`src/rtl/branch_resolve.sv`:
```
// ID/EX branch resolver: decodes branches/jumps, registers kind/cond/target, sequences the IF/ID flush.
// Optional BRANCH_STATS_EN adds br_total / br_taken event counters.
module branch_resolve #(
   parameter int unsigned FLUSH_CYCLES = 2,
   parameter logic [31:0] PC_RESET     = 32'h0000_0000
) (
   input  logic        clk,
   input  logic        rst,
   input  logic        stall,
   input  logic        id_valid,
   input  logic [31:0] id_instr,
   input  logic [31:0] id_pc_plus4,
   input  logic [31:0] id_rs_data,
   input  logic [31:0] id_rt_data,
   output logic [1:0]  kind,
   output logic        cond,
   output logic        redirect,
   output logic [31:0] redirect_pc,
   output logic        flush,
   output logic        busy
`ifdef BRANCH_STATS_EN
   ,
   output logic [31:0] br_total,
   output logic [31:0] br_taken
`endif
);

   localparam logic [1:0] IDLE  = 2'b00;
   localparam logic [1:0] EXEC  = 2'b01;
   localparam logic [1:0] FLUSH = 2'b10;
   localparam logic [2:0] CNT_LOAD = 3'(FLUSH_CYCLES - 1);

   logic [1:0]  state_r, state_s;
   logic [1:0]  kind_r, kind_s;
   logic        cond_r, cond_s;
   logic [31:0] pc_r, pc_s;
   logic        flush_r, flush_s;
   logic        busy_r, busy_s;
   logic [2:0]  cnt_r, cnt_s;

   logic [5:0]  opcode_s;
   logic [4:0]  rt_fld_s;
   logic [5:0]  funct_s;
   logic        rs_zero_s;
   logic [31:0] br_target_s;
   logic [1:0]  dec_kind_s;
   logic        dec_cond_s;
   logic [31:0] dec_target_s;
   logic        dec_redirect_s;

   assign opcode_s    = id_instr[31:26];
   assign rt_fld_s    = id_instr[20:16];
   assign funct_s     = id_instr[5:0];
   assign rs_zero_s   = (id_rs_data == 32'h0000_0000);
   assign br_target_s = id_pc_plus4 + {{14{id_instr[15]}}, id_instr[15:0], 2'b00};

   // Instruction decode: branch kind, condition and target of the ID instruction
   always_comb begin
      dec_kind_s   = 2'b00;
      dec_cond_s   = 1'b0;
      dec_target_s = br_target_s;
      case (opcode_s)
         6'b000100: begin
            dec_kind_s = 2'b10;
            dec_cond_s = (id_rs_data == id_rt_data);
         end
         6'b000101: begin
            dec_kind_s = 2'b10;
            dec_cond_s = (id_rs_data != id_rt_data);
         end
         6'b000110: begin
            dec_kind_s = 2'b10;
            dec_cond_s = id_rs_data[31] | rs_zero_s;
         end
         6'b000111: begin
            dec_kind_s = 2'b10;
            dec_cond_s = ~id_rs_data[31] & ~rs_zero_s;
         end
         6'b000001: begin
            case (rt_fld_s)
               5'b00000: begin
                  dec_kind_s = 2'b10;
                  dec_cond_s = id_rs_data[31];
               end
               5'b00001: begin
                  dec_kind_s = 2'b10;
                  dec_cond_s = ~id_rs_data[31];
               end
               default: begin
                  dec_kind_s = 2'b00;
                  dec_cond_s = 1'b0;
               end
            endcase
         end
         6'b000010, 6'b000011: begin
            dec_kind_s   = 2'b11;
            dec_target_s = {id_pc_plus4[31:28], id_instr[25:0], 2'b00};
         end
         6'b000000: begin
            if (funct_s == 6'b001000) begin
               dec_kind_s   = 2'b11;
               dec_target_s = id_rs_data;
            end else begin
               dec_kind_s = 2'b00;
            end
         end
         default: begin
            dec_kind_s = 2'b00;
            dec_cond_s = 1'b0;
         end
      endcase
   end

   assign dec_redirect_s = dec_kind_s[1] & (dec_kind_s[0] | dec_cond_s);
   assign redirect       = kind_r[1] & (kind_r[0] | cond_r);

   // Next-state logic: accept in IDLE or not-taken EXEC, otherwise run the flush window
   always_comb begin
      state_s = state_r;
      kind_s  = kind_r;
      cond_s  = cond_r;
      pc_s    = pc_r;
      flush_s = flush_r;
      busy_s  = busy_r;
      cnt_s   = cnt_r;
      if (!stall) begin
         case (state_r)
            IDLE, EXEC: begin
               if ((state_r == EXEC) && redirect) begin
                  kind_s = 2'b00;
                  cond_s = 1'b0;
                  if (FLUSH_CYCLES > 1) begin
                     state_s = FLUSH;
                     flush_s = 1'b1;
                     busy_s  = 1'b1;
                     cnt_s   = CNT_LOAD;
                  end else begin
                     state_s = IDLE;
                     flush_s = 1'b0;
                     busy_s  = 1'b0;
                     cnt_s   = 3'd0;
                  end
               end else if (id_valid) begin
                  state_s = EXEC;
                  kind_s  = dec_kind_s;
                  cond_s  = dec_cond_s;
                  pc_s    = dec_target_s;
                  flush_s = dec_redirect_s;
                  busy_s  = dec_redirect_s;
               end else begin
                  state_s = IDLE;
                  kind_s  = 2'b00;
                  cond_s  = 1'b0;
                  flush_s = 1'b0;
                  busy_s  = 1'b0;
               end
            end
            FLUSH: begin
               // id_valid is deliberately ignored here: those instructions are squashed
               if (cnt_r <= 3'd1) begin
                  state_s = IDLE;
                  flush_s = 1'b0;
                  busy_s  = 1'b0;
                  cnt_s   = 3'd0;
               end else begin
                  cnt_s = cnt_r - 3'd1;
               end
            end
            default: begin
               state_s = IDLE;
               kind_s  = 2'b00;
               cond_s  = 1'b0;
               flush_s = 1'b0;
               busy_s  = 1'b0;
               cnt_s   = 3'd0;
            end
         endcase
      end else begin
         state_s = state_r;
      end
   end

   // State and output registers
   always_ff @(posedge clk) begin
      if (rst) begin
         state_r <= IDLE;
         kind_r  <= 2'b00;
         cond_r  <= 1'b0;
         pc_r    <= PC_RESET;
         flush_r <= 1'b0;
         busy_r  <= 1'b0;
         cnt_r   <= 3'd0;
      end else begin
         state_r <= state_s;
         kind_r  <= kind_s;
         cond_r  <= cond_s;
         pc_r    <= pc_s;
         flush_r <= flush_s;
         busy_r  <= busy_s;
         cnt_r   <= cnt_s;
      end
   end

   assign kind        = kind_r;
   assign cond        = cond_r;
   assign redirect_pc = pc_r;
   assign flush       = flush_r;
   assign busy        = busy_r;

`ifdef BRANCH_STATS_EN
   logic [31:0] br_total_r;
   logic [31:0] br_taken_r;

   // Branch statistics, counted once per non-stalled EXEC cycle
   always_ff @(posedge clk) begin
      if (rst) begin
         br_total_r <= 32'd0;
         br_taken_r <= 32'd0;
      end else if (!stall && (state_r == EXEC)) begin
         if (kind_r != 2'b00) begin
            br_total_r <= br_total_r + 32'd1;
         end
         if (redirect) begin
            br_taken_r <= br_taken_r + 32'd1;
         end
      end
   end

   assign br_total = br_total_r;
   assign br_taken = br_taken_r;
`endif

endmodule

```
`config.mk`:
```
export PLATFORM = sky130hd
export DESIGN_NAME = branch_resolve
export DESIGN_NICKNAME = d
export VERILOG_FILES = /design/src/rtl/branch_resolve.sv
export SDC_FILE = /design/constraint.sdc
export NUM_CORES = 1
export LEC_CHECK = 0
export ABC_AREA = 1
export CAP_MARGIN = 5
export CORE_MARGIN = 1.5
export CORE_UTILIZATION = 42
export CTS_BUF_LIST = sky130_fd_sc_hd__clkbuf_8
export DETAILED_ROUTE_END_ITERATION = 8
export GPL_ROUTABILITY_DRIVEN = 0
export GPL_TIMING_DRIVEN = 0
export PLACE_DENSITY_LB_ADDON = 0.08
export SYNTH_ARGS = -nofsm -noshare
export SYNTH_HDL_FRONTEND = slang
export SYNTH_SLANG_ARGS = --single-unit
```
`constraint.sdc`:
```
create_clock -name clk -period 2 [get_ports clk]
set_clock_uncertainty 0.05 [all_clocks]
set_input_delay 0.4 -clock clk [delete_from_list [all_inputs] [get_ports clk]]
set_output_delay 0.4 -clock clk [all_outputs]
set_load 0.02 [all_outputs]
```
==> metrics.md <==
| Metric | Value |
|---|---|
| Final min period | `about 2100 ps` |
| Num CTS Buffers | `5` |
| Die area | `roughly 11000 um^2` |
| Status | `finished, violations left` |
| Inserted Diodes | `0` |
| Area delta synth->final | `67.31%` |
| Drt pass-1 iters | `5` |
| Max-cap violations | `0` |
| Reg-to-reg setup timing slack | `around 100 ps` |
| GR Overflow Total | `0` |
| NumNets Final | `roughly 1100` |
| Placed Instances | `1033` |
| FF/Latch Area | `between 800 and 900 um^2` |
| Area of the multi-input gates | `4070 um^2` |
| Initial antenna violation count | `0` |
| Hold endpoint | `kind[0]` |
| Largest area contributor in the netlist | `dfxtp_1` |
| Cells after Synth | `728` |
| Setup ws final | `-62.81 ps` |
| Register bit count reported by yosys | `between 40 and 50` |
| Hold Slack | `~440 ps` |
| Final worst-path cycle share | `1.031` |
| Clk sink count | `41` |
| First-pass GRT wire length | `27800 um` |
| Leakage | `3.325 nW` |
| Failing checks | `setup timing` |
| Post-route DRC | `0` |
| Placed instance area | `6379 um^2` |
| Clk Latency, worst-skew pair | `310 ps` |
| RR Startpoint | `kind[0]` |
| Fin area | `7557 um^2` |
| Design Power | `between 3 and 4 mW` |
| Crit Path Category | `input pin to flip-flop` |
| Layout cell share with drive strength beyond 1 | `0.2404` |
| Commonest cells post-synth | `nand2_1, inv_1, a21oi_1, nor2_1, o21ai_0` |
| Dpl hpwl | `about 14000 um` |
| Share of the synthesized area in the top cell type | `0.1817` |
| Drt wl/cell | `roughly 18 um` |
| Gr usage total | `0.3085` |
| Clock buffer depth | `2` |
| Initial DRC count | `roughly 370` |
| Root Buffer | `clkbuf_8` |
| Starting Density | `0.4356` |
| Startpoint Class | `input pin` |
| Placeable Area | `just over 10000 um^2` |
| Req. time, crit path | `between 2000 and 2500 ps` |
| Cells on worst reg2reg path | `9` |
| DIE HEIGHT | `~110 um` |
| Critical Path AT | `around 2300 ps` |
| H-tree depth | `2` |
| Number of I/O pins | `170` |
| RR Endpoint | `redirect_pc[29]` |
| TritonCTS clock tree | `done` |
| Synthesized net count | `around 890` |
| Vias per cell | `~5.8` |
| Fill cell count | `840` |
| Final Slew Violations | `0` |
| Seq/Total Area, Yosys | `0.1817` |
| Die width | `about 110 um` |
| Util after Layout | `0.7288` |
| Layout Cells excl Fill | `between 1000 and 1500` |
| Post-Syn Area | `around 4500 um^2` |
| PD cells | `440.5 nW/um^2` |
| Setup TNS | `-63.08 ps` |
| Top-count cell post-synth | `nand2_1` |
| Setup violations, final | `2` |
| Largest net degree at the start of global routing | `17` |
| PortBufs | `around 170` |
| Hold buffer count at cts | `0` |
| Post-place setup slack | `-1029 ps` |
| Vias | `6172` |
| Antenna Nets Post-Route | `0` |
| Peak Freq | `484.8 MHz` |
| CP Capture Type | `flip-flop` |
| Synth cell types | `48` |
| Hold Path Depth | `2` |
| Syn_area_per_cell | `between 6 and 7 um^2` |
| Crit Path Max Fanout | `5` |
| Actual slew at the worst max-slew pin | `507.4 ps` |
| Ys Warns | `0` |
| Clock slew at reported path FFs | `90 ps` |
| Vias in the first global route | `5692` |
| Slew headroom | `0.6617` |
| Hold Fails Final Rpt | `0` |
| Hold Crit Start | `kind[0]` |
| IR drop worst, VDD | `0.2882 mV` |
| Final wirelength | `19090 um` |
| Most common flop cell mapped by yosys | `dfxtp_1` |
| Top post-synthesis cells by area | `dfxtp_1, nand2_1, a21oi_1, ha_1, inv_1` |
| Post-synth EDFFs | `0` |
| Fraction of registers with async set/reset | `0` |
| Hold WC Path Type | `flip-flop to flip-flop` |
| Number of cell rows | `37` |
| Unrepaired setup endpoints after global routing | `yes` |
==> power breakdown <==
group          internal, mW  switching [mW]  leakage, nW
sequential            0.866          0.0311        0.337
clock                 0.320           0.348       0.0549
combinational         0.834           0.929         2.93
total                  2.02            1.31         3.32
==> registers in the layout (all words and copies together), names as in the netlist <==
register / cells
cnt_r: 3
redirect_pc: 32
cond: 1
state_r: 2
busy: 1
kind: 2
==> area by class of cell <==
cell class                      count  area share
Timing Repair Buffer              200      0.2531
Buffer                             18     0.01672
Multi-Input combinational cell    576      0.5386
Clock buffer                        7     0.01275
Tap cell                          136     0.02252
Clock inverter                      1    0.001159
Sequential cell                    41      0.1086
Inverter                           93     0.04652
==> cells by family (layout without fill, tap and decap cells) <==
kind of cell | Yosys count | in the layout | share of synthesized area
buffers and inverters | 111 | 319 | 0.1025
and+or+nand+nor | 313 | 313 | 0.3036
xor gates and xnor gates | 27 | 27 | 0.05236
DFF | 41 | 41 | 0.1817
adders and majority gates | 32 | 32 | 0.09030
AOI/OAI and AO/OA | 204 | 204 | 0.2695
==> worst max path at each step <==
stage / slack [ps] / endpoint / cells past startpoint / from
floorplan: 0.7 / redirect_pc[22] / 13 / id_instr[0]
global placement: -980 / redirect_pc[30] / 11 / id_instr[15]
detailed placement: -1030 / redirect_pc[25] / 11 / id_instr[15]
finish: -60 / redirect_pc[30] / 10 / id_pc_plus4[24]
CTS: 1 / redirect_pc[29] / 10 / id_pc_plus4[27]
global route: -140 / redirect_pc[30] / 10 / id_pc_plus4[24]
==> critical path, cell delays in order <==
cell and delay (ps):
clkdlybuf4s50_1 440, ha_4 340, nand2_4 90, nor2_4 100, inv_2 60, nor4_4 330
nand3_2 130, nand3_1 90, nand3_1 100, a21oi_1 150
==> per-layer routing <==
| metal | GRT usage | share of wire | vias to the layer above |
|---|---|---|---|
| li1 | - | - | 2892 |
| met1 | 0.3721 | 0.39 | 2901 |
| met2 | 0.5380 | 0.50 | 316 |
| met3 | 0.04681 | 0.071 | 63 |
| met4 | 0.1400 | 0.042 | 0 |
| met5 | 0 | 0 | - |
==> repair_timing <==
action                                 in CTS  in global routing
setup buffers                              17                 14
endpoints found under the hold margin       0                  0
setup endpoints to repair                  33                 26
gates resized for setup                   129                117
pin swaps                                  32                 34
==> layout by cell type, fill, tap and decap left out, drive strengths merged, types with 5 or more instances in the layout <==
cell	n
dlygate4sd2	23
or2	5
ha	31
clkbuf	17
buf	46
nor3	10
o211ai	10
a21oi	82
dfxtp	41
xnor2	25
a221oi	25
clkdlybuf4s50	125
dlymetal6s2s	12
nor2	76
o21ai	66
nand3	37
nand2	173
inv	94
(Power assumes the default switching activity.)
